### config.mk
export PLATFORM = sky130hd
export DESIGN_NAME = uart_fifo_core
export DESIGN_NICKNAME = d
export VERILOG_FILES = /design/src/rtl/uart_pkg.sv /design/src/rtl/uart_sync_fifo.sv /design/src/rtl/uart_fifo_core.sv
export SDC_FILE = /design/constraint.sdc
export NUM_CORES = 1
export LEC_CHECK = 0
export BUFFER_PORTS_ARGS = -buffer_cell sky130_fd_sc_hd__buf_2
export CAP_MARGIN = 15
export CORE_MARGIN = 4
export CORE_UTILIZATION = 51
export DETAILED_ROUTE_END_ITERATION = 10
export GPL_ROUTABILITY_DRIVEN = 0
export PLACE_DENSITY = 0.74
export REMOVE_ABC_BUFFERS = 1
export SKIP_CTS_REPAIR_TIMING = 1
export SYNTH_ARGS = -nofsm -noshare
export SYNTH_HDL_FRONTEND = slang
export SYNTH_HIERARCHICAL = 1
export SYNTH_SLANG_ARGS = --single-unit
### constraint.sdc
create_clock -name clk -period 9.7 [get_ports clk]
set_input_delay 1.94 -clock clk [delete_from_list [all_inputs] [get_ports clk]]
set_output_delay 1.94 -clock clk [all_outputs]
set_load 0.05 [all_outputs]
### src/rtl/uart_pkg.sv
// Shared types for the UART datapath.
// Frame FSM states, parity modes and error bit positions.
package uart_pkg;

   typedef enum logic [1:0] {
      PAR_NONE = 2'b00,
      PAR_EVEN = 2'b01,
      PAR_ODD  = 2'b10,
      PAR_RSVD = 2'b11
   } parity_mode_t;

   typedef enum logic [2:0] {
      TX_IDLE,
      TX_START,
      TX_DATA,
      TX_PARITY,
      TX_STOP
   } tx_state_t;

   typedef enum logic [2:0] {
      RX_IDLE,
      RX_START,
      RX_DATA,
      RX_PARITY,
      RX_STOP
   } rx_state_t;

   localparam int ERR_FRAME    = 0;
   localparam int ERR_PARITY   = 1;
   localparam int ERR_OVERFLOW = 2;

endpackage

### src/rtl/uart_sync_fifo.sv
// Show-ahead synchronous FIFO, power-of-two depth.
// A push into a full FIFO is taken only when a pop happens in the same clk.
module uart_sync_fifo #(
   parameter int WIDTH = 8,
   parameter int DEPTH = 4
) (
   input  logic                     clk,
   input  logic                     nReset,
   input  logic                     push,
   input  logic                     pop,
   input  logic [WIDTH-1:0]         wdata,
   output logic [WIDTH-1:0]         rdata,
   output logic                     full,
   output logic                     empty,
   output logic [$clog2(DEPTH):0]   count
);

   localparam int AW = $clog2(DEPTH);

   logic [WIDTH-1:0] mem [DEPTH];
   logic [AW-1:0]    wr_ptr;
   logic [AW-1:0]    rd_ptr;
   logic             do_push;
   logic             do_pop;

   assign empty   = (count == '0);
   assign full    = (count == (AW+1)'(DEPTH));
   assign do_pop  = pop & ~empty;
   assign do_push = push & (~full | do_pop);
   assign rdata   = empty ? '0 : mem[rd_ptr];

   always_ff @(posedge clk) begin
      if (do_push)
         mem[wr_ptr] <= wdata;
   end

   always_ff @(posedge clk or negedge nReset) begin
      if (!nReset) begin
         wr_ptr <= '0;
         rd_ptr <= '0;
         count  <= '0;
      end else begin
         if (do_push)
            wr_ptr <= wr_ptr + AW'(1);
         if (do_pop)
            rd_ptr <= rd_ptr + AW'(1);
         count <= count + (AW+1)'(do_push) - (AW+1)'(do_pop);
      end
   end

endmodule

### src/rtl/uart_fifo_core.sv
// Full-duplex UART: baud tick, TX/RX frame FSMs, FIFOs,
// RTS/CTS flow control and sticky error flags.
module uart_fifo_core
   import uart_pkg::*;
#(
   parameter int DATA_BITS  = 8,
   parameter int FIFO_DEPTH = 4,
   parameter int DIV_W      = 16,
   parameter int OVERSAMPLE = 16
) (
   input  logic                 clk,
   input  logic                 nReset,
   input  logic [DIV_W-1:0]     baud_div,
   input  logic [1:0]           parity_mode,
   input  logic [DATA_BITS-1:0] tx_wdata,
   input  logic                 tx_wvalid,
   output logic                 tx_wready,
   output logic [DATA_BITS-1:0] rx_rdata,
   output logic                 rx_rvalid,
   input  logic                 rx_rready,
   input  logic                 rx,
   output logic                 tx,
   input  logic                 cts,
   output logic                 rts,
   output logic [2:0]           err_status,
   input  logic                 err_clr
);

   localparam int OS_W  = $clog2(OVERSAMPLE);
   localparam int BIT_W = $clog2(DATA_BITS);
   localparam int CNT_W = $clog2(FIFO_DEPTH) + 1;

   localparam logic [OS_W-1:0]  OS_LAST  = OS_W'(OVERSAMPLE - 1);
   localparam logic [OS_W-1:0]  OS_MID   = OS_W'(OVERSAMPLE / 2 - 1);
   localparam logic [BIT_W-1:0] BIT_LAST = BIT_W'(DATA_BITS - 1);
   localparam logic [CNT_W-1:0] RTS_MAX  = CNT_W'(FIFO_DEPTH - 2);

   logic                 up_q;
   logic                 rts_q;
   logic [1:0]           rx_meta;
   logic [1:0]           cts_meta;
   logic                 rx_s;
   logic                 rx_s_d;
   logic                 cts_s;
   logic [DIV_W-1:0]     tick_cnt;
   logic                 tick;
   parity_mode_t         pm;
   logic                 par_en;
   logic                 par_odd;

   logic                 tx_push;
   logic                 tx_pop;
   logic [DATA_BITS-1:0] tx_head;
   logic                 tx_full;
   logic                 tx_empty;
   logic [CNT_W-1:0]     tx_count;
   logic                 unused_tx_count;

   logic                 rx_good;
   logic                 rx_stop_smp;
   logic                 rx_full;
   logic                 rx_empty;
   logic [CNT_W-1:0]     rx_count;

   tx_state_t            tx_state;
   logic [OS_W-1:0]      tx_os;
   logic [BIT_W-1:0]     tx_bit;
   logic [DATA_BITS-1:0] tx_shift;
   logic                 tx_par;
   logic                 tx_q;

   rx_state_t            rx_state;
   logic [OS_W-1:0]      rx_os;
   logic [BIT_W-1:0]     rx_bit;
   logic [DATA_BITS-1:0] rx_shift;
   logic                 rx_par_err;

   logic [2:0]           err_q;
   logic [2:0]           err_set;

   assign pm      = parity_mode_t'(parity_mode);
   assign par_en  = (pm == PAR_EVEN) | (pm == PAR_ODD);
   assign par_odd = (pm == PAR_ODD);
   assign rx_s    = rx_meta[1];
   assign cts_s   = cts_meta[1];
   assign tick    = (tick_cnt >= baud_div);

   assign tx_wready  = up_q & ~tx_full;
   assign tx_push    = tx_wvalid & tx_wready;
   assign tx_pop     = tick & (tx_state == TX_IDLE) & ~tx_empty & cts_s;
   assign tx         = tx_q;
   assign rts        = rts_q;
   assign rx_rvalid  = ~rx_empty;
   assign err_status = err_q;

   assign unused_tx_count = ^tx_count;

   assign rx_stop_smp = tick & (rx_state == RX_STOP) & (rx_os == OS_LAST);
   assign rx_good     = rx_stop_smp & rx_s & ~rx_par_err;

   always_comb begin
      err_set               = '0;
      err_set[ERR_FRAME]    = rx_stop_smp & ~rx_s;
      err_set[ERR_PARITY]   = rx_stop_smp & rx_par_err;
      err_set[ERR_OVERFLOW] = rx_good & rx_full & ~rx_rready;
   end

   uart_sync_fifo #(.WIDTH(DATA_BITS), .DEPTH(FIFO_DEPTH)) u_tx_fifo (
      .clk    (clk),
      .nReset (nReset),
      .push   (tx_push),
      .pop    (tx_pop),
      .wdata  (tx_wdata),
      .rdata  (tx_head),
      .full   (tx_full),
      .empty  (tx_empty),
      .count  (tx_count)
   );

   uart_sync_fifo #(.WIDTH(DATA_BITS), .DEPTH(FIFO_DEPTH)) u_rx_fifo (
      .clk    (clk),
      .nReset (nReset),
      .push   (rx_good),
      .pop    (rx_rready),
      .wdata  (rx_shift),
      .rdata  (rx_rdata),
      .full   (rx_full),
      .empty  (rx_empty),
      .count  (rx_count)
   );

   always_ff @(posedge clk or negedge nReset) begin
      if (!nReset) begin
         up_q     <= 1'b0;
         rts_q    <= 1'b0;
         rx_meta  <= 2'b11;
         rx_s_d   <= 1'b1;
         cts_meta <= 2'b00;
         tick_cnt <= '0;
         err_q    <= '0;
      end else begin
         up_q     <= 1'b1;
         rts_q    <= (rx_count <= RTS_MAX);
         rx_meta  <= {rx_meta[0], rx};
         rx_s_d   <= rx_s;
         cts_meta <= {cts_meta[0], cts};
         tick_cnt <= tick ? '0 : tick_cnt + DIV_W'(1);
         err_q    <= (err_clr ? 3'b000 : err_q) | err_set;
      end
   end

   always_ff @(posedge clk or negedge nReset) begin
      if (!nReset) begin
         tx_state <= TX_IDLE;
         tx_os    <= '0;
         tx_bit   <= '0;
         tx_shift <= '0;
         tx_par   <= 1'b0;
         tx_q     <= 1'b1;
      end else if (tick) begin
         unique case (tx_state)
            TX_IDLE: begin
               if (tx_pop) begin
                  tx_state <= TX_START;
                  tx_os    <= '0;
                  tx_shift <= tx_head;
                  tx_par   <= ^tx_head ^ par_odd;
                  tx_q     <= 1'b0;
               end
            end
            TX_START: begin
               if (tx_os == OS_LAST) begin
                  tx_state <= TX_DATA;
                  tx_os    <= '0;
                  tx_bit   <= '0;
                  tx_q     <= tx_shift[0];
               end else begin
                  tx_os <= tx_os + OS_W'(1);
               end
            end
            TX_DATA: begin
               if (tx_os == OS_LAST) begin
                  tx_os <= '0;
                  if (tx_bit == BIT_LAST) begin
                     tx_state <= par_en ? TX_PARITY : TX_STOP;
                     tx_q     <= par_en ? tx_par : 1'b1;
                  end else begin
                     tx_bit   <= tx_bit + BIT_W'(1);
                     tx_shift <= tx_shift >> 1;
                     tx_q     <= tx_shift[1];
                  end
               end else begin
                  tx_os <= tx_os + OS_W'(1);
               end
            end
            TX_PARITY: begin
               if (tx_os == OS_LAST) begin
                  tx_state <= TX_STOP;
                  tx_os    <= '0;
                  tx_q     <= 1'b1;
               end else begin
                  tx_os <= tx_os + OS_W'(1);
               end
            end
            TX_STOP: begin
               if (tx_os == OS_LAST)
                  tx_state <= TX_IDLE;
               else
                  tx_os <= tx_os + OS_W'(1);
            end
            default: tx_state <= TX_IDLE;
         endcase
      end
   end

   // Start detect runs every clk; all later samples are tick-aligned.
   always_ff @(posedge clk or negedge nReset) begin
      if (!nReset) begin
         rx_state   <= RX_IDLE;
         rx_os      <= '0;
         rx_bit     <= '0;
         rx_shift   <= '0;
         rx_par_err <= 1'b0;
      end else begin
         unique case (rx_state)
            RX_IDLE: begin
               if (rx_s_d & ~rx_s) begin
                  rx_state   <= RX_START;
                  rx_os      <= '0;
                  rx_par_err <= 1'b0;
               end
            end
            RX_START: begin
               if (tick) begin
                  if (rx_os == OS_MID) begin
                     rx_state <= rx_s ? RX_IDLE : RX_DATA;
                     rx_os    <= '0;
                     rx_bit   <= '0;
                  end else begin
                     rx_os <= rx_os + OS_W'(1);
                  end
               end
            end
            RX_DATA: begin
               if (tick) begin
                  if (rx_os == OS_LAST) begin
                     rx_os    <= '0;
                     rx_shift <= {rx_s, rx_shift[DATA_BITS-1:1]};
                     if (rx_bit == BIT_LAST)
                        rx_state <= par_en ? RX_PARITY : RX_STOP;
                     else
                        rx_bit <= rx_bit + BIT_W'(1);
                  end else begin
                     rx_os <= rx_os + OS_W'(1);
                  end
               end
            end
            RX_PARITY: begin
               if (tick) begin
                  if (rx_os == OS_LAST) begin
                     rx_state   <= RX_STOP;
                     rx_os      <= '0;
                     rx_par_err <= rx_s ^ (^rx_shift) ^ par_odd;
                  end else begin
                     rx_os <= rx_os + OS_W'(1);
                  end
               end
            end
            RX_STOP: begin
               if (tick) begin
                  if (rx_os == OS_LAST)
                     rx_state <= RX_IDLE;
                  else
                     rx_os <= rx_os + OS_W'(1);
               end
            end
            default: rx_state <= RX_IDLE;
         endcase
      end
   end

endmodule

* Word-level counts from Yosys, hierarchy flattened *
Memories as Yosys holds them, arrays and structs flattened.
Cells that the tools add are included.

word-level totals
  flip-flop bits (word level) = 79
  latch bits = 0
  bits in writable memories = 64
  bits in read-only memories = 0
  input port bits = 33
  output and inout bits = 15
  word-level logic and storage cells = 201
  memories kept = 2

memories
  memory         words  width  read ports  clocked after memory_dff  wr ports  RTL line              RTL
  u_rx_fifo.mem  4      8      1           0                         1         uart_sync_fifo.sv:20  logic [WIDTH-1:0] mem [DEPTH];
  u_tx_fifo.mem  4      8      1           0                         1         uart_sync_fifo.sv:20

operators by class
  $add $sub $neg = 13
  multipliers = 0
  divide/modulo/power cells = 0
  order comparisons = 2
  equal/unequal tests = 38
  shift operators = 0
  muxes and demuxes = 64
  bitwise operators = 32
  reduce and logical (&&, ||, !) cells = 26

operators by type and width
  operator                                             count
  two-way mux 3 bit                                    25
  two-way mux 4 bit                                    10
  two-way mux 8 bit                                    5
  != test 2 bit, second input constant                 18
  case mux 3 bit (5 select lines)                      2
  bitwise AND 1 bit                                    18
  equality test 3 bit, second input constant           6
  AND reduction 6 bit                                  3
  adder 16 x 1 -> 16 bit, second input constant        1
  >= comparator 16 bit                                 1
  two-way mux 16 bit                                   1
  case mux 4 bit (4 select lines)                      1
  case mux 8 bit (2 select lines)                      1
  parity 8 bit                                         2
  two-way mux 1 bit                                    13
  equality test 3 x 2 -> 1 bit, second input constant  4
  logical NOT 3 bit                                    4
  case mux 3 bit (2 select lines)                      2
  case mux 4 bit (3 select lines)                      1
  AND reduction 10 bit                                 1
  AND reduction 5 bit                                  2
  adder 2 x 1 -> 2 bit, second input constant          4
  adder 4 x 1 -> 4 bit, second input constant          2
  equality test 4 bit, second input constant           2
  24 further kinds                                     46

* Logic depth before layout (Yosys ltp) *
Gate-level depths: netlist (run 1).

  depth after elaboration = 9
  gate-level depth with buffers = 15
  mapped depth without buffers = 14

* Hierarchy *
Netlist (run 1), hierarchy kept.

modules (own cells, without submodules)
  module                      instances  cells each  area an instance (µm²)  seq. area each (µm²)
  uart_fifo_core              1          385         3,844.9                 1,631.6
  uart_sync_fifo (u_tx_fifo)  1          88          1,631.6                 1,136.1
  uart_sync_fifo (u_rx_fifo)  1          87          1,630.3                 1,136.1

* Least setup slack after synthesis (run 1) *
OpenSTA, ideal clock, no wires.

  kind = input-to-reg
  from = input baud_div[13]
  to = register u_tx_fifo.count[2]
  setup time = 124 ps
  arrival = 4,623 ps
  required time = 9,576 ps
  slack = 4,952 ps
  stages = 14
  path buffers = 0
  cell sequence = inv_1 > ha_1 > and4_1 > nand2_1 > or4_1 > and4_4 > nor4b_4 > nand2_1 > mux2i_1 > ha_1 > inv_1 > fa_1 > xnor2_1 > xnor2_1

between the ends
  cells in the longest elaborated chain, start to end = 9

RTL lines
  item                              RTL line              RTL
  start, declared                   uart_fifo_core.sv:13  input logic [DIV_W-1:0] baud_div,
  >= comparator 16 bit *            uart_fifo_core.sv:86  assign tick = (tick_cnt >= baud_div);
  bitwise AND 1 bit * (3 in a row)  uart_fifo_core.sv:90  assign tx_pop = tick & (tx_state == TX_IDLE) & ~tx_empty & cts_s;
  net tx_pop                        uart_fifo_core.sv:52  logic tx_pop;
  bitwise AND 1 bit *               uart_sync_fifo.sv:28  assign do_pop = pop & ~empty;
  bitwise OR 1 bit                  uart_sync_fifo.sv:29  assign do_push = push & (~full | do_pop);
  bitwise AND 1 bit                 uart_sync_fifo.sv:29
  adder 3 x 1 -> 3 bit              uart_sync_fifo.sv:47  count <= count + (AW+1)'(do_push) - (AW+1)'(do_pop);
  subtractor 3 x 1 -> 3 bit *       uart_sync_fifo.sv:47
  end signal, assigned              uart_sync_fifo.sv:47
  end, declared                     uart_sync_fifo.sv:15  output logic [$clog2(DEPTH):0] count

The timed path passes the listed nets; every way through them passes the cells marked *.
A chain may end at the register's enable or synchronous reset.

* Worst setup path in the final report (run 1) *
  from = input baud_div[13]
  to = register u_rx_fifo.count[2]

between the ends
  cells in the longest elaborated chain, start to end = 8

RTL lines
  item                            RTL line              RTL
  >= comparator 16 bit            uart_fifo_core.sv:86
  bitwise AND 1 bit (2 in a row)  uart_fifo_core.sv:98  assign rx_stop_smp = tick & (rx_state == RX_STOP) & (rx_os == OS_LAST);
  bitwise AND 1 bit (2 in a row)  uart_fifo_core.sv:99  assign rx_good = rx_stop_smp & rx_s & ~rx_par_err;
  net rx_good                     uart_fifo_core.sv:59  logic rx_good;
  bitwise AND 1 bit               uart_sync_fifo.sv:29
  adder 3 x 1 -> 3 bit            uart_sync_fifo.sv:47
  subtractor 3 x 1 -> 3 bit       uart_sync_fifo.sv:47
  end signal, assigned            uart_sync_fifo.sv:47
  end, declared                   uart_sync_fifo.sv:15

The timed path passes the listed nets, and every way through them passes these cells.

==> results of run 1 <==
==> worst paths after layout <==
path | cells past startpoint | endpoint | from
worst max register to register | 13 | u_rx_fifo/count[2]$_DFF_PN0_ | tick_cnt[11]$_DFF_PN0_
worst min register to register | 0 | cts_meta[1]$_DFF_PN0_ | cts_meta[0]$_DFF_PN0_
max in group asynchronous | 1 | rx_shift[4]$_DFFE_PN0P_ | nReset
min in group asynchronous | 1 | tick_cnt[15]$_DFF_PN0_ | nReset
worst min-delay path | 0 | cts_meta[1]$_DFF_PN0_ | cts_meta[0]$_DFF_PN0_
worst max-delay path | 15 | u_rx_fifo/count[2]$_DFF_PN0_ | baud_div[13]
==> worst max-delay path: stages <==
cell,delay (ns)
buf_2,0.07
inv_1,0.03
ha_1,0.28
and4_1,0.24
nand2_1,0.06
or4_1,0.43
nand4_1,0.12
buf_4,0.31
nand2_1,0.21
nor3_1,0.42
mux2i_1,0.16
ha_1,0.24
fa_1,0.38
xnor2_1,0.18
xnor2_1,0.14
==> cell usage after synthesis, drive strengths merged (13+ instances only) <==
library cell,instances
dfrtp,75
edfxtp,64
inv,41
xnor2,29
nor2,35
nand3,21
xor2,13
o21ai,17
a21oi,20
mux4,16
mux2,31
and2,27
nand2,24
ha,34
==> placed cells by master (no fill, tap or decap), types with 21 or more instances in the layout <==
master    instances
buf_2            46
dfrtp_1          75
edfxtp_1         64
ha_1             34
inv_1            41
mux2_2           21
nand2_1          24
nand3_1          21
nor2_1           33
xnor2_1          29
==> cell type report <==
type | instances | area share (%)
clock buffers | 23 | 6.17
clock inverters | 9 | 1.30
inverters | 41 | 1.90
multi-input cells | 357 | 36.6
flip-flops and latches | 143 | 48.3
well taps | 176 | 2.72
repair buffers | 48 | 3.03
==> layer usage <==
metal	routed length, um	share of wire, %	track usage (%)	vias to the layer above
met2	6530	52	28.7	81
met4	168	1.3	5.05	0
met1	5390	43	20.2	2150
met3	478	3.8	4.74	14
li1	-	-	-	2104
met5	0	0	0	-
==> power breakdown <==
part,switching [mW],leakage [nW],internal [mW]
combinational,0.288,1.59,0.223
sequential,0.0935,1.62,0.717
clock,0.233,0.288,0.413
==> logic make-up after synthesis <==
kind of cell               after synthesis  share of synthesized area [%]
buffers and inverters                   60                           3.40
other                                    1                         0.0528
adders and majority gates               36                           6.55
DFF                                    143                           54.9
muxes                                   50                           10.5
AOI/OAI and AO/OA                       70                           6.51
xor gates and xnor gates                42                           5.18
and+or+nand+nor                        158                           12.9
==> sequential cells by signal (all words and copies together), names as in the netlist, 3 cells and up <==
register	count
tx_shift	8
rx_os	4
err_status	3
tx_os	4
tx_state	3
rx_shift	8
tick_cnt	16
u_tx_fifo/count	3
rx_state	3
rx_bit	3
tx_bit	3
u_rx_fifo/count	3
u_tx_fifo/mem	32
u_rx_fifo/mem	32
==> impl_metrics.ini, run 1 <==
[sta]
setup_tns_ns = 0
finalSetupViolCount = 0
slew_headroom_pct = 34.2
drv_slew = 0
fmax_mhz = 204
fin_crit_ns = 4.89
finalHoldViolCount = 0
tightest_slew_ns = 0.988
grt_setup_unrepaired = false
finClkSkew_ns = 0.00760
hold_ws_ns = 0.356
setup_ws_ns = 4.81
finalCritPeriodShare_pct = 50.4

[yosys]
synth_top_cell_area_share_pct = 27.0
synthDistinctLibCells = 65
synth_edf_count = 64
ys_seq_area_share_pct = 54.9
syn_area_sq_um = 7110
yosysWarnings = 6
avgSynthCellArea_sq_um = 12.7
synth.largest_area_cell = edfxtp_1
synth-main-ff-cell = dfrtp_1
ys_top_cells_by_area = edfxtp_1, dfrtp_1, ha_1, mux4_2, xnor2_1
ys_async_sr_fraction_pct = 55.2
synth-seq-cells = 143
postSynthCellCount = 560

[clocking]
cts_made_buffers = 17
clkLatencyLatePin_ns = 0.41
cts_max_path_buffers = 2
cts.clk_slew.worst_paths_ns = 0.06
htreeDepth = 4
cts_tree = done
clkSinkCount = 143
cts-root-buf = clkbuf_16

[routing]
ant_nets = 0
drc = 0
avgRoutedWirePerCell_um = 15.8
drt_iter0_drc = 254
vias = 4349
viasPerCell = 5.46
firstDrtPassIters = 5
drt_wl_total_mm = 12.6

[placed_design]
hpwlAfterDp_mm = 8.69
place_area_sq_um = 7480
portBuffers = 47
dp_slack_ns = 4.44
dp_cells = 765

[run]
cap_violations = 0

[worst_setup_path]
required_ns = 10.03
r2r_slack_ns = 5.97
worst_ep_arrival_time_ns = 5.23
crit_path_start_kind = input pin
crit_fanout = 30
cp-end-kind = flop
crit_type = in2reg

[grt]
antenna_found_initial = 0
grt_pass1_wl_mm = 21.3
grt_max_degree = 80
grt_pass1_vias = 4483
overflow = 0
grt_util_all_layers_pct = 16.6

[die]
start_util_pct = 52.8
num_io_pins = 48
num_rows = 42
die-area_sq_um = 15900
coreArea_sq_um = 13500
die_w_um = 126
die_h_um = 126

[finish]
area_growth_pct = 13.8
regArea_sq_um = 3900
multi_input_area_sq_um = 2960
fin_util_pct = 60.1
drive_gt1_share_pct = 22.9
n_fill_cell = 1091
fin_cells = 797
finalInstanceArea_sq_um = 8090
diodes = 0
nets = 677

[min_path]
worst_hold_path_type = reg2reg

[outcome]
status = finished clean

[power]
vdd_ir_drop_max_mv = 0.154
total_power_mw = 1.97
p_per_area_nw_per_um2 = 243
p_leak_nw = 3.50
Note: power is estimated with default switching activity, not from simulation.
==> inputs of run 2 (changes only) <==
--- a/config.mk
+++ b/config.mk
@@ -11,7 +11,7 @@
 export CORE_UTILIZATION = 51
 export DETAILED_ROUTE_END_ITERATION = 10
 export GPL_ROUTABILITY_DRIVEN = 0
-export PLACE_DENSITY = 0.74
+export PLACE_DENSITY = 0.77
 export REMOVE_ABC_BUFFERS = 1
 export SKIP_CTS_REPAIR_TIMING = 1
 export SYNTH_ARGS = -nofsm -noshare
==> constraint.sdc (replaced) <==
create_clock -name clk -period 4.5 [get_ports clk]
set_input_delay 0.9 -clock clk [delete_from_list [all_inputs] [get_ports clk]]
set_output_delay 0.9 -clock clk [all_outputs]
set_load 0.05 [all_outputs]
==> impl_metrics.ini, run 2 (synthesis gave the netlist of run 1 again) <==
[clocking]
cts-root-buf = clkbuf_16
cts_made_buffers = 17
htreeDepth = 4
cts_tree = done
clkLatencyLatePin_ns = 0.42
cts.clk_slew.worst_paths_ns = 0.06
cts_max_path_buffers = 2
clkSinkCount = 143

[grt]
grt_pass1_wl_mm = 21.6
antenna_found_initial = 0
grt_max_degree = 80
grt_util_all_layers_pct = 16.7
grt_pass1_vias = 4419
overflow = 0

[die]
die_h_um = 126
num_rows = 42
num_io_pins = 48
start_util_pct = 52.8
coreArea_sq_um = 13500
die-area_sq_um = 15900
die_w_um = 126

[sta]
finalHoldViolCount = 0
finalCritPeriodShare_pct = 82.1
hold_ws_ns = 0.346
fin_crit_ns = 3.70
setup_tns_ns = 0
finalSetupViolCount = 0
slew_headroom_pct = 34.2
finClkSkew_ns = 0.00508
fmax_mhz = 271
grt_setup_unrepaired = false
drv_slew = 0
tightest_slew_ns = 0.987

[placed_design]
dp_cells = 765
portBuffers = 47
hpwlAfterDp_mm = 8.57
place_area_sq_um = 7480

[finish]
final_common_cell = dfrtp_1
fin_cells = 797
area_growth_pct = 15.0
n_fill_cell = 1063
nets = 677
finalInstanceArea_sq_um = 8170
drive_gt1_share_pct = 23.0
diodes = 0
reg_top3 = u_rx_fifo/mem: 32 flops, u_tx_fifo/mem: 32 flops, tick_cnt: 16 flops
layout_common_cells = dfrtp_1, edfxtp_1, buf_2

[routing]
avgRoutedWirePerCell_um = 15.9
drt_iter0_drc = 285
ant_nets = 0
firstDrtPassIters = 5
drt_wl_total_mm = 12.7
viasPerCell = 5.48
drc = 0
vias = 4368

[worst_setup_path]
crit_fanout = 12
required_ns = 4.84
worst_ep_arrival_time_ns = 4.03
cp-end-kind = flop
crit_path_start_kind = input pin
crit_type = in2reg

[power]
sequentialPowerShare_pct = 39.2
power.switching_mw = 1.34
comb_power_share_pct = 24.0
netSwitchingFraction_pct = 30.1
p_int_mw = 3.11
total_power_mw = 4.45
p_per_area_nw_per_um2 = 545
p_leak_nw = 3.57
vdd_ir_drop_max_mv = 0.383
pwr-share-clk_pct = 36.8

[run]
cap_violations = 0

[min_path]
worst_hold_path_type = reg2reg

[outcome]
status = finished clean
run 2: cell type report:
type	instances	area, sq um	share of cell area, %
Tap cell	176	220	2.69
Multi-Input combinational cell	357	2960	36.2
Sequential cell	143	3900	47.8
Timing Repair Buffer	48	245	3.00
Clock buffer	17	425	5.21
Inverter	41	154	1.88
Clock inverter	15	263	3.21
run 2: critical path: stages:
cell	delay (ns)
buf_2	0.07
inv_1	0.04
ha_1	0.29
and4_1	0.24
nand2_1	0.06
or4_1	0.43
and4_4	0.30
nor4b_4	0.42
nand2_1	0.19
mux2i_1	0.19
ha_1	0.17
inv_1	0.05
fa_1	0.37
xnor2_1	0.18
xnor2_1	0.14
run 2: path summary, 6_finish.rpt:
kind | startpoint | endpoint | slack [ns] | depth (start not counted)
max in group asynchronous | nReset | tx_shift[5]$_DFFE_PN0P_ | 3.22 | 1
min in group asynchronous | nReset | tick_cnt[14]$_DFF_PN0_ | 0.64 | 1
hold / removal | cts_meta[0]$_DFF_PN0_ | cts_meta[1]$_DFF_PN0_ | 0.35 | 0
hold reg to reg | cts_meta[0]$_DFF_PN0_ | cts_meta[1]$_DFF_PN0_ | 0.35 | 0
setup / recovery | baud_div[13] | u_tx_fifo/count[2]$_DFF_PN0_ | 0.80 | 15
setup reg to reg | tick_cnt[11]$_DFF_PN0_ | u_tx_fifo/count[2]$_DFF_PN0_ | 0.92 | 13
run 2: metal layers:
layer / track usage (%) / vias to the layer above / wire (um)
li1: - / 2108 / -
met1: 21.7 / 2159 / 5520
met2: 27.6 / 82 / 6450
met3: 4.61 / 19 / 539
met4: 4.98 / 0 / 175
met5: 0 / - / 0
run 2: through the flow:
stage | utilization (%) | setup slack (ns)
CTS | 60.8 | 0.794
finish | 60.8 | 0.804
floorplan | - | 0.344
detailed placement | 55.6 | 0.376
global route | 60.8 | 0.611
global placement | 55.6 | 0.494
run 2: power groups by stage:
stage	Sequential [mW]	Clock, mW	Combinational [mW]
global placement	1.76	0	1.03
floorplan	1.73	0	0.842
CTS	1.75	1.67	1.09
detailed placement	1.77	0	1.08
global route	1.78	1.74	1.19
finish	1.74	1.64	1.07
